<file path="src/rtl/dm_lsu_if.sv">
// dm_lsu_if: bundles the request/response handshake and the word-indexed
// data memory port of the load/store unit.
// slave  = the load/store unit itself
// master = the core/memory side that drives requests and models memory
interface dm_lsu_if #(
    parameter int DM_AW = 7
);
    logic              req_valid;
    logic              req_ready;
    logic              req_we;
    logic [2:0]        req_op;
    logic [31:0]       req_addr;
    logic [31:0]       req_wdata;
    logic              rsp_valid;
    logic              rsp_ready;
    logic [31:0]       rsp_rdata;
    logic              rsp_err;
    logic [1:0]        dm_DMWr;
    logic [DM_AW-1:0]  dm_addr;
    logic [31:0]       dm_din;
    logic [31:0]       dm_dout;

    modport slave (
        input  req_valid, req_we, req_op, req_addr, req_wdata, rsp_ready, dm_dout,
        output req_ready, rsp_valid, rsp_rdata, rsp_err, dm_DMWr, dm_addr, dm_din
    );

    modport master (
        output req_valid, req_we, req_op, req_addr, req_wdata, rsp_ready, dm_dout,
        input  req_ready, rsp_valid, rsp_rdata, rsp_err, dm_DMWr, dm_addr, dm_din
    );
endinterface

</file>
<file path="src/rtl/dm_lsu.sv">
// dm_lsu: load/store initiator between the memory stage and a word-indexed
// data memory. Sub-word stores are done as read-modify-write of a full word.
// Optional feature macro: DM_LSU_RANGE_CHECK_EN
//   defined   -> any nonzero address bit above the memory range is an error
//   undefined -> upper address bits are ignored (addresses alias)
module dm_lsu #(
    parameter int DM_AW = 7
) (
    input  logic     clk,
    input  logic     rst,
    dm_lsu_if.slave  bus
);

    typedef enum logic [1:0] {
        IDLE = 2'd0,
        RD   = 2'd1,
        WR   = 2'd2,
        RSP  = 2'd3
    } state_t;

    state_t            state;
    state_t            next_state;

    logic [2:0]        op_r;
    logic              we_r;
    logic [DM_AW-1:0]  idx_r;
    logic [1:0]        off_r;
    logic [31:0]       wdata_r;
    logic [31:0]       rbuf;
    logic              err_r;

    logic              req_err;
    logic [31:0]       wr_word;
    logic [31:0]       load_data;
    logic [7:0]        lane_b;
    logic [15:0]       lane_h;

`ifndef DM_LSU_RANGE_CHECK_EN
    logic              unused_upper_addr;
    assign unused_upper_addr = ^bus.req_addr[31:DM_AW+2];
`endif

    // Classify the incoming request as illegal before it is accepted
    always_comb begin
        req_err = 1'b0;
        case (bus.req_op)
            3'b000, 3'b100: req_err = 1'b0;
            3'b001, 3'b101: req_err = bus.req_addr[0];
            3'b010:         req_err = (bus.req_addr[1:0] != 2'b00);
            default:        req_err = 1'b1;
        endcase
        if (bus.req_we && bus.req_op[2]) begin
            req_err = 1'b1;
        end
`ifdef DM_LSU_RANGE_CHECK_EN
        if (|bus.req_addr[31:DM_AW+2]) begin
            req_err = 1'b1;
        end
`endif
    end

    // State register
    always_ff @(posedge clk or posedge rst) begin
        if (rst) begin
            state <= IDLE;
        end else begin
            state <= next_state;
        end
    end

    // Latch the request on accept and capture the memory word in RD
    always_ff @(posedge clk or posedge rst) begin
        if (rst) begin
            op_r    <= 3'b000;
            we_r    <= 1'b0;
            idx_r   <= '0;
            off_r   <= 2'b00;
            wdata_r <= 32'h0;
            err_r   <= 1'b0;
            rbuf    <= 32'h0;
        end else begin
            if (state == IDLE && bus.req_valid) begin
                op_r    <= bus.req_op;
                we_r    <= bus.req_we;
                idx_r   <= bus.req_addr[DM_AW+1:2];
                off_r   <= bus.req_addr[1:0];
                wdata_r <= bus.req_wdata;
                err_r   <= req_err;
            end
            if (state == RD) begin
                rbuf <= bus.dm_dout;
            end
        end
    end

    // Merge store data into the word read back, and extract load lanes
    always_comb begin
        wr_word = rbuf;
        case (op_r[1:0])
            2'b00:   wr_word[{off_r, 3'b000} +: 8]     = wdata_r[7:0];
            2'b01:   wr_word[{off_r[1], 4'b0000} +: 16] = wdata_r[15:0];
            default: wr_word = wdata_r;
        endcase

        lane_b = rbuf[{off_r, 3'b000} +: 8];
        lane_h = rbuf[{off_r[1], 4'b0000} +: 16];
        case (op_r)
            3'b000:  load_data = {{24{lane_b[7]}}, lane_b};
            3'b001:  load_data = {{16{lane_h[15]}}, lane_h};
            3'b100:  load_data = {24'h0, lane_b};
            3'b101:  load_data = {16'h0, lane_h};
            default: load_data = rbuf;
        endcase
    end

    // Next-state and state-decoded outputs
    always_comb begin
        next_state    = state;
        bus.req_ready = 1'b0;
        bus.rsp_valid = 1'b0;
        bus.rsp_rdata = 32'h0;
        bus.rsp_err   = 1'b0;
        bus.dm_DMWr   = 2'b00;
        bus.dm_addr   = '0;
        bus.dm_din    = 32'h0;

        case (state)
            IDLE: begin
                bus.req_ready = 1'b1;
                if (bus.req_valid) begin
                    if (req_err) begin
                        next_state = RSP;
                    end else if (bus.req_we && bus.req_op == 3'b010) begin
                        next_state = WR;
                    end else begin
                        next_state = RD;
                    end
                end
            end
            RD: begin
                bus.dm_addr = idx_r;
                next_state  = we_r ? WR : RSP;
            end
            WR: begin
                bus.dm_addr = idx_r;
                bus.dm_DMWr = 2'b01;
                bus.dm_din  = wr_word;
                next_state  = RSP;
            end
            RSP: begin
                bus.rsp_valid = 1'b1;
                bus.rsp_err   = err_r;
                if (!we_r && !err_r) begin
                    bus.rsp_rdata = load_data;
                end
                if (bus.rsp_ready) begin
                    next_state = IDLE;
                end
            end
            default: next_state = IDLE;
        endcase
    end

endmodule

</file>
<file path="src/flat_wrapper.sv">
// flat-port wrapper written by rule: the top's interface ports become plain ports
module dm_lsu_flat 
#(
    parameter int DM_AW = 7
)
  (clk, rst, bus_req_valid, bus_req_we, bus_req_op, bus_req_addr, bus_req_wdata, bus_rsp_ready, bus_dm_dout, bus_req_ready, bus_rsp_valid, bus_rsp_rdata, bus_rsp_err, bus_dm_DMWr, bus_dm_addr, bus_dm_din);
  dm_lsu_if #(.DM_AW(DM_AW)) bus_i ();
  input  logic clk;
  input  logic rst;
  input wire logic [$bits(bus_i.req_valid)-1:0] bus_req_valid;
  input wire logic [$bits(bus_i.req_we)-1:0] bus_req_we;
  input wire logic [$bits(bus_i.req_op)-1:0] bus_req_op;
  input wire logic [$bits(bus_i.req_addr)-1:0] bus_req_addr;
  input wire logic [$bits(bus_i.req_wdata)-1:0] bus_req_wdata;
  input wire logic [$bits(bus_i.rsp_ready)-1:0] bus_rsp_ready;
  input wire logic [$bits(bus_i.dm_dout)-1:0] bus_dm_dout;
  output wire logic [$bits(bus_i.req_ready)-1:0] bus_req_ready;
  output wire logic [$bits(bus_i.rsp_valid)-1:0] bus_rsp_valid;
  output wire logic [$bits(bus_i.rsp_rdata)-1:0] bus_rsp_rdata;
  output wire logic [$bits(bus_i.rsp_err)-1:0] bus_rsp_err;
  output wire logic [$bits(bus_i.dm_DMWr)-1:0] bus_dm_DMWr;
  output wire logic [$bits(bus_i.dm_addr)-1:0] bus_dm_addr;
  output wire logic [$bits(bus_i.dm_din)-1:0] bus_dm_din;
  assign bus_i.req_valid = bus_req_valid;
  assign bus_i.req_we = bus_req_we;
  assign bus_i.req_op = bus_req_op;
  assign bus_i.req_addr = bus_req_addr;
  assign bus_i.req_wdata = bus_req_wdata;
  assign bus_i.rsp_ready = bus_rsp_ready;
  assign bus_i.dm_dout = bus_dm_dout;
  assign bus_req_ready = bus_i.req_ready;
  assign bus_rsp_valid = bus_i.rsp_valid;
  assign bus_rsp_rdata = bus_i.rsp_rdata;
  assign bus_rsp_err = bus_i.rsp_err;
  assign bus_dm_DMWr = bus_i.dm_DMWr;
  assign bus_dm_addr = bus_i.dm_addr;
  assign bus_dm_din = bus_i.dm_din;
  dm_lsu #(.DM_AW(DM_AW)) u_core (.clk(clk), .rst(rst), .bus(bus_i));
endmodule
</file>
<file path="config.mk">
export PLATFORM = sky130hd
export DESIGN_NAME = dm_lsu_flat
export DESIGN_NICKNAME = d
export VERILOG_FILES = /design/src/rtl/dm_lsu_if.sv /design/src/rtl/dm_lsu.sv /design/src/flat_wrapper.sv
export SDC_FILE = /design/constraint.sdc
export NUM_CORES = 1
export LEC_CHECK = 0
export BUFFER_PORTS_ARGS = -buffer_cell sky130_fd_sc_hd__buf_4
export CAP_MARGIN = 20
export CORE_MARGIN = 2
export CORE_UTILIZATION = 45
export DETAILED_ROUTE_END_ITERATION = 8
export HOLD_SLACK_MARGIN = 0.1
export PLACE_DENSITY_LB_ADDON = 0.25
export SYNTH_ARGS = -nofsm -noshare
export SYNTH_HDL_FRONTEND = slang
export SYNTH_SLANG_ARGS = --single-unit
export TNS_END_PERCENT = 100
</file>
<file path="constraint.sdc">
create_clock -name clk -period 3.27 [get_ports clk]
set_clock_uncertainty 0.05 [all_clocks]
set_input_delay 0.4905 -clock clk [delete_from_list [all_inputs] [get_ports clk]]
set_output_delay 0.4905 -clock clk [all_outputs]
set_load 0.005 [all_outputs]
</file>
Word level (Yosys, flattened, before mapping)
Cells that the tools add are included.

operators by class
  reduce and logical (&&, ||, !) cells = 15
  add/subtract/negate cells = 2
  shifts and indexed selects = 6
  muxes and demuxes = 20
  equal/unequal tests = 13

operators with widths
  cell                                                   count
  one-hot mux 32 bit (4 select lines)                    1
  2-to-1 mux 32 bit                                      3
  bitwise mux 32 bit                                     2
  one-hot mux 32 bit (2 select lines)                    1
  variable shift 16 x 7 -> 32 bit, first input constant  1
  variable shift 8 x 7 -> 32 bit, first input constant   1
  variable part select 16 x 7 -> 32 bit                  1
  variable part select 32 x 6 -> 16 bit                  1
  variable part select 32 x 6 -> 8 bit                   1
  variable part select 8 x 7 -> 32 bit                   1
  negation 5 -> 7 bit                                    2
  == test 3 bit, second input constant                   4
  2-to-1 mux 2 bit                                       4
  one-hot mux 2 bit (4 select lines)                     1
  2-to-1 mux 7 bit                                       1
  == test 3 x 1 -> 1 bit, second input constant          2
  logical NOT 3 bit                                      2
  2-to-1 mux 1 bit                                       6
  OR reduction 2 bit                                     3
  == test 2 x 1 -> 1 bit, second input constant          2
  == test 2 bit, second input constant                   2
  logical AND 1 bit                                      4
  logical NOT 2 bit                                      2
  != test 2 bit, second input constant                   2
  other kinds (5)                                        6

storage, ports and cells
  output and inout port bits = 76
  flip-flop bits (word level) = 80
  input bits = 104

Logic depth before layout (Yosys ltp)
  word-level depth = 7
  depth in mapped cells = 7
  gate-level depth less buffers = 6

Worst setup path after synthesis
No wires, ideal clock.

  path kind = reg-to-output
  start = register u_core.off_r[1]
  end = output port bus_dm_din[10]
  stages on the path, launching flop included = 8
  arrival = 2159 ps
  slack = 570 ps
  path buffers = 1
  data required time = 2729 ps
  cells stage by stage = dfrtp_1 -> buf_2 -> inv_1 -> ha_1 -> or3b_4 -> nor4b_4 -> a22oi_1 -> a21boi_1

on the way
  longest elaborated chain between the ends = 5
  elaborated cells between the ends (all ways) = 10
  classes of those cells = add/sub: 2; shift: 4; mux: 4

RTL lines
  element                                                        line                          text
  start: declaration                                             dm_lsu.sv:27                  logic [1:0] off_r;
  start signal: assignment                                       dm_lsu.sv:86                  off_r <= bus.req_addr[1:0];
  negation 5 -> 7 bit (on tied branches)                         dm_lsu.sv:101, dm_lsu.sv:100
  variable part select 16 x 7 -> 32 bit (tied with other cells)  dm_lsu.sv:101                 2'b01: wr_word[{off_r[1], 4'b0000} +: 16] = wdata_r[15:0];
  bitwise mux 32 bit (on tied branches)                          dm_lsu.sv:101, dm_lsu.sv:100
  one-hot mux 32 bit (2 select lines) *                          dm_lsu.sv:99                  case (op_r[1:0])
  2-to-1 mux 32 bit *                                            dm_lsu.sv:127                 case (state)
  end: declaration                                               flat_wrapper.sv:23            output wire logic [$bits(bus_i.dm_din)-1:0] bus_dm_din;

Every way passes the cells marked *; elsewhere a longest branch is shown, timed or not.

Worst setup path after layout
  start = register u_core.off_r[1]
  end = output port bus_rsp_rdata[31]

on the way
  longest elaborated chain between the ends = 4
  elaborated cells between the ends (all ways) = 5
  classes of those cells = shift: 2; mux: 3

RTL lines
  element                                                                                        line                          text
  variable part select 32 x 6 -> 16 bit or variable part select 32 x 6 -> 8 bit (tied branches)  dm_lsu.sv:106, dm_lsu.sv:105
  one-hot mux 32 bit (4 select lines) *                                                          dm_lsu.sv:107                 case (op_r)
  2-to-1 mux 32 bit *                                                                            dm_lsu.sv:153                 if (!we_r && !err_r) begin
  2-to-1 mux 32 bit *                                                                            dm_lsu.sv:127
  end: declaration                                                                               flat_wrapper.sv:19            output wire logic [$bits(bus_i.rsp_rdata)-1:0] bus_rsp_rdata;

Marked as above.

==> impl_metrics.py <==
metrics = {
    "pwr": {
        "leakagePower_uw": 0.00304,
        "powerDensity_nw_per_um2": 1020,
        "ir_drop_mv": 0.463,
    },
    "place": {
        "dp_cells": 775,
        "place_ws_ns": 0.281,
        "placed_area_um2": 6290,
        "portBuffers": 155,
        "place.gp.congestion": 0.879,
        "hpwl_um": 11200,
    },
    "final_layout": {
        "layout.nets": 765,
        "mostFrequentLayoutCells": "174 x buf_4, 78 x dfrtp_1, 61 x mux2_2, 49 x o21ai_0, 34 x nand2_1",
        "final.fill_count": 943,
        "post-route-cell-area_um2": 6590,
        "final_common_cell": "buf_4",
        "fin_cells": 797,
        "area_delta_synth_final_pct": 32.0,
        "drive_gt1_frac": 0.400,
        "antenna_cells": 0,
    },
    "setup_path": {
        "critPathCaptureType": "output pin",
        "path_class": "reg2out",
        "cp.arrival_ns": 2.58,
        "reg2reg_from": "u_core.state[0]",
        "rr_worst_depth": 6,
        "cp-start-kind": "register",
        "r2r_slack_ns": 1.48,
        "critPathMaxFanout": 16,
        "crit_start": "u_core.off_r[1]",
        "crit_required_ns": 2.73,
        "r2r_end": "u_core.state[0]",
    },
    "floorplan": {
        "dieWidth_um": 109,
        "start_util": 0.460,
        "ios": 180,
        "coreArea_um2": 10800,
        "rows": 38,
        "dieArea_um2": 11900,
        "die_h_um": 109,
    },
    "timing": {
        "slew_headroom": 0.540,
        "finalCritPeriodShare": 0.953,
        "fin_crit_ns": 3.12,
        "tightest_slew_ns": 0.690,
        "slew_violations": 0,
        "setup_ws_ns": 0.152,
        "fmax_mhz": 321,
        "finalSetupViolCount": 0,
        "rsz0062_at_grt": "false",
        "final-hold-violation-count": 0,
        "tns_ns": 0,
    },
    "detailed_routing": {
        "num_vias": 4657,
        "postRouteAntennaNets": 0,
        "via_per_inst": 5.84,
        "totalWireLength_um": 15300,
        "route.detailed.drc": 0,
        "routedWlPerCell_um": 19.2,
        "drt_iter0_drc": 389,
        "firstDrtPassIters": 5,
    },
    "clocking": {
        "cts_buffer_depth": 2,
        "tritoncts": "yes",
        "cts_sinks": 80,
        "cts_buffers": 9,
        "htree_levels": 3,
        "root_buffer": "clkbuf_8",
        "clock_latency_ns": 0.36,
        "path_clk_slew_ns": 0.08,
    },
    "yosys": {
        "ys_ff_latch": 80,
        "ys_top_cells_by_area": "dfrtp_1 40%, mux2_2 14%, mux2i_1 6.2%",
        "synthDistinctLibCells": 45,
        "postSynth.asyncResetShare": 1.00,
        "ys_seq_area_frac": 0.401,
        "syn_inst": 499,
        "synth.cell_area_um2": 4990,
        "syn_avg_cell_area_um2": 10.0,
        "ys.flop_type": "dfrtp_1",
        "synth_top_area_frac": 0.401,
        "synth_edf_count": 0,
        "syn-num-nets": 612,
        "yosysWarnings": 0,
        "yosys.area.top_type": "dfrtp_1",
    },
    "global_route": {
        "grt_pass1_vias": 4493,
        "antenna_found_initial": 0,
        "grt_max_degree": 50,
        "grt_pass1_wl_um": 23500,
        "grtUsageTotal": 0.261,
        "overflow": 0,
    },
    "worst_hold_path": {
        "hold_depth": 3,
        "hold_class": "in2reg",
        "worstHoldStart": "bus_dm_dout[29]",
        "hold_path_end": "u_core.rbuf[29]",
    },
    "run_status": {
        "outcome": "completed",
    },
    "flow_run": {
        "drv_cap": 0,
    },
}
-- registers in the layout, indices dropped and copies added, names as in the netlist --
name,cells
u_core.err_r,1
u_core.idx_r,7
u_core.off_r,2
u_core.op_r,3
u_core.rbuf,32
u_core.state,2
u_core.wdata_r,32
u_core.we_r,1
-- worst max-delay path by stage --
stage	end	slack, ns	depth (start not counted)
global placement	bus_dm_din[15]	0.32	7
global route	bus_rsp_rdata[31]	0.006	7
detailed placement	bus_dm_din[15]	0.28	7
finish	bus_rsp_rdata[31]	0.15	7
floorplan	bus_dm_din[10]	0.57	7
CTS	bus_dm_din[6]	0.05	6
-- area by class of cell --
| cell class | instances | area [µm²] | share of cell area |
|---|---|---|---|
| timing repair buffer | 176 | 1340 | 0.203 |
| clock inverter | 4 | 76.3 | 0.0116 |
| sequential | 80 | 2000 | 0.304 |
| inverter | 27 | 103 | 0.0156 |
| tap | 140 | 175 | 0.0266 |
| clock buffer | 12 | 155 | 0.0236 |
| multi-input combinational | 358 | 2740 | 0.415 |
-- power by group --
part	internal (µW)	switching (µW)
Sequential	1500	736
Clock	474	372
Combinational	1860	1800
-- synthesized netlist by cell type, types with 2 or more instances --
cell       n
ha_1       9
a21o_1     2
buf_2      6
a21oi_1   18
a22o_1     8
a211oi_1  10
clkbuf_1  22
nor4b_4    2
buf_6      2
nand2_1   35
mux2i_1   31
nand3_1    2
nor2_1    22
buf_1      3
nor2b_1   17
clkinv_1   2
mux2_2    61
a21boi_1   8
and2_1     8
nor3_1     9
a22oi_1    8
a221o_1    9
o22ai_1    9
nor3b_1    2
o21ai_0   49
a221oi_1  23
inv_1     25
dfrtp_1   80
-- per-layer routing --
metal  vias up  wire length [µm]  part of all wire  track usage
met5         -                 0                 0            0
met4         0               406             0.027        0.100
met3        29              1420             0.093       0.0587
met2       250              6830              0.45        0.393
met1      2225              6610              0.43        0.367
li1       2153                 -                 -            -
-- through the flow --
stage	power, µW	util	hold WS (ns)
global placement	5690	0.580	0.343
detailed placement	5800	0.580	0.347
CTS	6690	0.605	0.276
floorplan	4390	-	0.421
global route	7210	0.607	0.277
finish	6730	0.607	0.282
-- repair_timing --
action | in CTS | in global routing
hold buffers | 1 | 0
pin swaps | 2 | 0
setup endpoints to repair | 16 | 7
hold endpoints to repair | 7 | 0
setup buffers | 4 | 0
gates resized for setup | 0 | 1
-- logic make-up after synthesis --
| family | count (synthesis) | share of synthesized area |
|---|---|---|
| AO/OA/AOI/OAI | 150 | 0.206 |
| AND/OR/NAND/NOR | 105 | 0.114 |
| multiplexers | 93 | 0.204 |
| flip-flops | 80 | 0.401 |
| buffers and inverters | 61 | 0.0512 |
| adder cells (fa/ha/maj) | 9 | 0.0226 |
| other | 1 | 0.000752 |
-- worst max-delay path, stage by stage, from the launching register on --
cell and delay [ns]:
dfrtp_2 0.41, buf_4 0.15, buf_4 0.20, mux4_2 0.29, nor3b_4 0.21, o31ai_4 0.63, a21oi_1 0.15, buf_4 0.18
Note: power is estimated with default switching activity, not from simulation.
